===== src/rtl/apu_pkg.sv =====
// Shared APU constants: register addresses, length-counter load table and triangle sequence.
package apu_pkg;

    localparam logic [1:0] ADDR_LINEAR   = 2'd0;
    localparam logic [1:0] ADDR_TIMER_LO = 2'd2;
    localparam logic [1:0] ADDR_TIMER_HI = 2'd3;

    localparam logic [7:0] LENGTH_TABLE [0:31] = '{
        8'd10,  8'd254, 8'd20,  8'd2,   8'd40,  8'd4,   8'd80,  8'd6,
        8'd160, 8'd8,   8'd60,  8'd10,  8'd14,  8'd12,  8'd26,  8'd14,
        8'd12,  8'd16,  8'd24,  8'd18,  8'd48,  8'd20,  8'd96,  8'd22,
        8'd192, 8'd24,  8'd72,  8'd26,  8'd16,  8'd28,  8'd32,  8'd30
    };

    localparam logic [3:0] TRI_SEQ [0:31] = '{
        4'd15, 4'd14, 4'd13, 4'd12, 4'd11, 4'd10, 4'd9,  4'd8,
        4'd7,  4'd6,  4'd5,  4'd4,  4'd3,  4'd2,  4'd1,  4'd0,
        4'd0,  4'd1,  4'd2,  4'd3,  4'd4,  4'd5,  4'd6,  4'd7,
        4'd8,  4'd9,  4'd10, 4'd11, 4'd12, 4'd13, 4'd14, 4'd15
    };

    function automatic logic [3:0] tri_sample(input logic [4:0] step);
        return TRI_SEQ[step];
    endfunction

endpackage


===== src/rtl/apu_triangle_if.sv =====
// CPU register-write bus into an APU channel.
interface apu_triangle_if;
    logic       wr_en;
    logic [1:0] wr_addr;
    logic [7:0] wr_data;

    modport master (output wr_en, output wr_addr, output wr_data);
    modport slave  (input  wr_en, input  wr_addr, input  wr_data);
endinterface


===== src/rtl/apu_length_counter.sv =====
// Length counter shared by the pulse, triangle and noise channels: table load,
// halt, half-frame decrement and the channel-disable force to zero.
module apu_length_counter
    import apu_pkg::*;
#(
    parameter int LEN_W = 8
) (
    input  logic             clk,
    input  logic             rst,
    input  logic             enable,
    input  logic             load,
    input  logic [4:0]       load_idx,
    input  logic             halt,
    input  logic             half_frame,
    output logic [LEN_W-1:0] length
);

    logic [LEN_W-1:0] length_reg;
    logic [LEN_W-1:0] length_next;

    // A load in the same cycle as a half frame wins; the decrement is lost.
    always_comb begin
        length_next = length_reg;
        if (!enable) begin
            length_next = '0;
        end else if (load) begin
            length_next = LEN_W'(LENGTH_TABLE[load_idx]);
        end else if (half_frame && !halt && length_reg != '0) begin
            length_next = length_reg - LEN_W'(1);
        end
    end

    always_ff @(posedge clk) begin
        if (rst) begin
            length_reg <= '0;
        end else begin
            length_reg <= length_next;
        end
    end

    assign length = length_reg;

endmodule


===== src/rtl/apu_triangle.sv =====
// NES APU triangle channel: period timer, 32-step sequencer, linear counter and
// length counter, producing the 4-bit sample fed to the mixer.
module apu_triangle
    import apu_pkg::*;
#(
    parameter int LEN_W = 8
) (
    input  logic                 clk,
    input  logic                 rst,
    input  logic                 cpu_ce,
    input  logic                 quarter_frame,
    input  logic                 half_frame,
    apu_triangle_if.slave        bus,
    input  logic                 chan_enable,
    output logic [3:0]           tr_out,
    output logic                 length_active
);

    logic        ctrl_reg;
    logic [6:0]  lin_reload_reg;
    logic [6:0]  lin_reg;
    logic        reload_flag_reg;
    logic [10:0] period_reg;
    logic [10:0] timer_reg;
    logic [4:0]  step_reg;
    logic [3:0]  tr_out_reg;

    logic             wr_linear;
    logic             wr_timer_lo;
    logic             wr_timer_hi;
    logic             seq_step_en;
    logic [LEN_W-1:0] length_val;

    assign wr_linear   = bus.wr_en && (bus.wr_addr == ADDR_LINEAR);
    assign wr_timer_lo = bus.wr_en && (bus.wr_addr == ADDR_TIMER_LO);
    assign wr_timer_hi = bus.wr_en && (bus.wr_addr == ADDR_TIMER_HI);

    // Periods below 2 would be ultrasonic; the sequencer parks instead of popping.
    assign seq_step_en = (lin_reg != 7'd0) && (length_val != '0) && (period_reg >= 11'd2);

    apu_length_counter #(
        .LEN_W (LEN_W)
    ) u_length (
        .clk        (clk),
        .rst        (rst),
        .enable     (chan_enable),
        .load       (wr_timer_hi),
        .load_idx   (bus.wr_data[7:3]),
        .halt       (ctrl_reg),
        .half_frame (half_frame),
        .length     (length_val)
    );

    always_ff @(posedge clk) begin
        if (rst) begin
            ctrl_reg        <= 1'b0;
            lin_reload_reg  <= 7'd0;
            lin_reg         <= 7'd0;
            reload_flag_reg <= 1'b0;
            period_reg      <= 11'd0;
            timer_reg       <= 11'd0;
            step_reg        <= 5'd0;
            tr_out_reg      <= 4'd15;
        end else begin
            if (wr_linear) begin
                ctrl_reg       <= bus.wr_data[7];
                lin_reload_reg <= bus.wr_data[6:0];
            end
            if (wr_timer_lo) begin
                period_reg[7:0] <= bus.wr_data;
            end
            if (wr_timer_hi) begin
                period_reg[10:8] <= bus.wr_data[2:0];
            end

            if (cpu_ce) begin
                if (timer_reg == 11'd0) begin
                    timer_reg <= period_reg;
                    if (seq_step_en) begin
                        step_reg <= step_reg + 5'd1;
                    end
                end else begin
                    timer_reg <= timer_reg - 11'd1;
                end
            end

            // Quarter frame sees the old flag and old ctrl; a $400B write re-arms the flag last.
            if (quarter_frame) begin
                if (reload_flag_reg) begin
                    lin_reg <= lin_reload_reg;
                end else if (lin_reg != 7'd0) begin
                    lin_reg <= lin_reg - 7'd1;
                end
                if (!ctrl_reg) begin
                    reload_flag_reg <= 1'b0;
                end
            end
            if (wr_timer_hi) begin
                reload_flag_reg <= 1'b1;
            end

            tr_out_reg <= tri_sample(step_reg);
        end
    end

    assign tr_out        = tr_out_reg;
    assign length_active = (length_val != '0);

endmodule

===== src/flat_wrapper.sv =====
// flat-port wrapper written by rule: the top's interface ports become plain ports
module apu_triangle_flat import apu_pkg::*;
#(
    parameter int LEN_W = 8
)
  (clk, rst, cpu_ce, quarter_frame, half_frame, chan_enable, tr_out, length_active, bus_wr_en, bus_wr_addr, bus_wr_data);
  apu_triangle_if bus_i ();
  input  logic clk;
  input  logic rst;
  input  logic cpu_ce;
  input  logic quarter_frame;
  input  logic half_frame;
  input  logic chan_enable;
  output logic [3:0] tr_out;
  output logic length_active;
  input wire logic [$bits(bus_i.wr_en)-1:0] bus_wr_en;
  input wire logic [$bits(bus_i.wr_addr)-1:0] bus_wr_addr;
  input wire logic [$bits(bus_i.wr_data)-1:0] bus_wr_data;
  assign bus_i.wr_en = bus_wr_en;
  assign bus_i.wr_addr = bus_wr_addr;
  assign bus_i.wr_data = bus_wr_data;
  apu_triangle #(.LEN_W(LEN_W)) u_core (.clk(clk), .rst(rst), .cpu_ce(cpu_ce), .quarter_frame(quarter_frame), .half_frame(half_frame), .bus(bus_i), .chan_enable(chan_enable), .tr_out(tr_out), .length_active(length_active));
endmodule

===== config.mk =====
export PLATFORM = sky130hd
export DESIGN_NAME = apu_triangle_flat
export DESIGN_NICKNAME = d
export VERILOG_FILES = /design/src/rtl/apu_pkg.sv /design/src/rtl/apu_triangle_if.sv /design/src/rtl/apu_length_counter.sv /design/src/rtl/apu_triangle.sv /design/src/flat_wrapper.sv
export SDC_FILE = /design/constraint.sdc
export NUM_CORES = 1
export LEC_CHECK = 0
export ABC_CLOCK_PERIOD_IN_PS = 2600
export CORE_ASPECT_RATIO = 0.75
export CORE_MARGIN = 2
export CORE_UTILIZATION = 50
export CTS_BUF_LIST = sky130_fd_sc_hd__clkbuf_4 sky130_fd_sc_hd__clkbuf_8 sky130_fd_sc_hd__clkbuf_16
export DETAILED_ROUTE_END_ITERATION = 6
export PLACE_DENSITY = 0.7
export SYNTH_ARGS = -nofsm -noshare
export SYNTH_HDL_FRONTEND = slang
export SYNTH_SLANG_ARGS = --single-unit
export TNS_END_PERCENT = 100

===== constraint.sdc =====
create_clock -name clk -period 2.6 [get_ports clk]
set_clock_uncertainty 0.15 [all_clocks]
set_input_delay 0.52 -clock clk [delete_from_list [all_inputs] [get_ports clk]]
set_output_delay 0.52 -clock clk [all_outputs]
set_load 0.02 [all_outputs]

==> impl_metrics.tcl <==
set metrics [dict create \
    worst-slew-pin-transition_ps 647.1 \
    start_util 0.5290 \
    max_clock_freq_mhz 411.5 \
    syn_to_final_growth_pct 14.63 \
    rows 24 \
    hold_class "flop to flop" \
    wl_per_cell_um 14.81 \
    grt_usage 0.2174 \
    final_cell_mix "54 x dfxtp_1, 43 x nor2_1, 31 x nand2_1" \
    grt_max_degree 47 \
    cts_tree "built" \
    start_kind "flop" \
    fin_crit_sh 0.9348 \
    cts_buffers 5 \
    core_area_mm2 0.005916 \
    final_common_cell "dfxtp_1" \
    drt-vias-per-instance 5.686 \
    setup.worst_path.end_class "output port" \
    synth-edff-count 0 \
    synth.net_count 402 \
    fin_crit_ps 2430 \
    dieArea_mm2 0.006914 \
    root_buffer "clkbuf_8" \
    syn_area_per_cell_um2 8.389 \
    htreeDepth 2 \
    cts.sinks 55 \
    setup_viol 0 \
    fillers 516 \
    max_cap_violations 0 \
    multiInputGateArea_mm2 0.001893 \
    die_y_um 72.51 \
    critPathArrivalTime_ps 1760 \
    grt_pass1_vias 2414 \
    drt_wl_total_um 6988 \
    seqCellArea_mm2 0.001102 \
    fp.dieW_um 95.35 \
    yosysSeqAreaShare 0.3519 \
    n_antenna_cell 0 \
    layout-drive-gt1-share 0.1066 \
    netlist.area_leader.share 0.3519 \
    rsz0062_at_grt "false" \
    synth_area_leaders "dfxtp_1 35%, mux2i_1 6.1%, nor2_1 5.2%" \
    synth.largest_area_cell "dfxtp_1" \
    peakVddDrop_mv 0.4627 \
    ys_warn_count 0 \
    ctsHoldBuffers 0 \
    ys_types 58 \
    final_net_count 422 \
    routabilityCongestion 0.8844 \
    port_buffers 21 \
    synth_ff_type "dfxtp_1" \
    crit_required_ps 1930 \
    clock_path_buffers 2 \
    drc 0 \
    hold_violations 0 \
    dp_hpwl_um 5154 \
    worstSetupPathType "flop to output port" \
    clk_pin_slew_ps 100 \
    outcome "finished clean" \
    ant_nets 0 \
    synth-seq-cells 55 \
    max-slew-margin-rel 0.5650 \
    cp_max_fo 5 \
    first_pass_iters 4 \
    grt_antenna_before_repair 0 \
    power.leakage_nw 1.418 \
    clk_latency_ps 300 \
    setup_tns_ps 0 \
    grt_pass1_wl_um 11860 \
    gr-total-overflow 0 \
    io_pins 22 \
    drt_iter0_markers 138 \
    syn_inst 373 \
    synthArstFlopShare 0 \
    holdWs_ps 334.3 \
    drv_slew 0 \
    synthesis.area_mm2 0.003129 \
    power_density_mw_per_mm2 816.0 \
    via_count 2684 \
]
-- metal layers --
layer,vias up,share of wire,GRT usage
met5,-,0,0
met4,0,0,0.03221
met3,0,0.042,0.04258
met2,49,0.42,0.3114
met1,1258,0.54,0.3415
li1,1377,-,-
-- where the power goes --
group	internal, mW	leakage [nW]	switching, mW
registers	0.976	0.448	0.154
clock network	0.243	0.0505	0.279
logic	0.560	0.919	0.715
-- repair_timing --
item,4_1_cts,5_1_grt
setup endpoints to repair,1,1
pin swaps,0,0
setup buffers,0,0
gates resized for setup,2,2
-- cells by family (layout without fill, tap and decap cells) --
group / count (synthesis) / after routing / share of synthesized area
AND/OR/NAND/NOR: 155 / 155 / 0.2747
AO/OA/AOI/OAI: 79 / 79 / 0.1691
flip-flops: 55 / 55 / 0.3519
buffers and inverters: 39 / 60 / 0.04678
multiplexers: 25 / 25 / 0.08716
adder cells (fa/ha/maj): 12 / 12 / 0.04798
XOR/XNOR: 8 / 8 / 0.02239
-- stage by stage --
| stage | std cells | setup WS, ps | cell area (um2) | utilization | power [mW] |
|---|---|---|---|---|---|
| 6_report | 472 | 169.6 | 3587 | 0.6064 | 2.927 |
| 5_1_grt | 472 | 65.21 | 3587 | 0.6064 | 3.147 |
| 4_1_cts | 472 | 123.0 | 3576 | 0.6045 | 2.929 |
| 3_5_place_dp | 464 | 48.53 | 3472 | 0.5869 | 2.412 |
| 3_3_place_gp | 464 | 84.93 | 3472 | 0.5869 | 2.385 |
| 2_1_floorplan | 373 | 385.2 | 3129 | - | 2.104 |
-- worst paths after layout --
kind,from,slack [ps],cells after the start,endpoint
worst min register to register,u_core.period_reg[9]$_SDFFE_PP0P_,330,2,u_core.period_reg[9]$_SDFFE_PP0P_
worst min-delay path,u_core.period_reg[9]$_SDFFE_PP0P_,330,2,u_core.period_reg[9]$_SDFFE_PP0P_
worst max-delay path,u_core.u_length.length[1]$_SDFFE_PP0P_,170,6,length_active
worst max register to register,u_core.timer_reg[7]$_SDFFE_PP0P_,430,4,u_core.step_reg[0]$_SDFFE_PP0P_
-- layout make-up --
class,count,area share
Clock inverter,1,0.002093
Inverter,17,0.01779
Clock buffer,7,0.02686
Timing Repair Buffer,35,0.09104
Tap cell,78,0.02721
Multi-Input combinational cell,279,0.5277
Sequential cell,55,0.3073
-- cell usage after synthesis, drive strengths merged, types with 2 or more instances --
cell     instances
ha              12
nand4            3
mux2i           19
o22ai            3
xor2             5
nand4b           3
xnor2            3
o31ai            7
nand3b           6
or3b             2
a22oi            2
o21ai           14
nor2            43
or2              2
a211oi           9
and2             3
or3              6
a2bb2oi          2
a31oi            4
a21oi           22
nor3             4
or4b             2
or4              6
nor2b           10
inv             17
nor4             9
clkbuf          17
a21boi           3
buf              5
dfxtp           55
and3             4
mux2             5
o211ai           5
nand2           31
nand3           10
nor3b            5
nand2b           4
-- critical path, cell delays in order (launching register included) --
cell and delay [ps]:
dfxtp_1 400, inv_1 90, ha_1 200, nor3b_2 160, and2_2 230, inv_1 50
dlygate4sd2_1 320
Power figures use the tool's default switching activity.
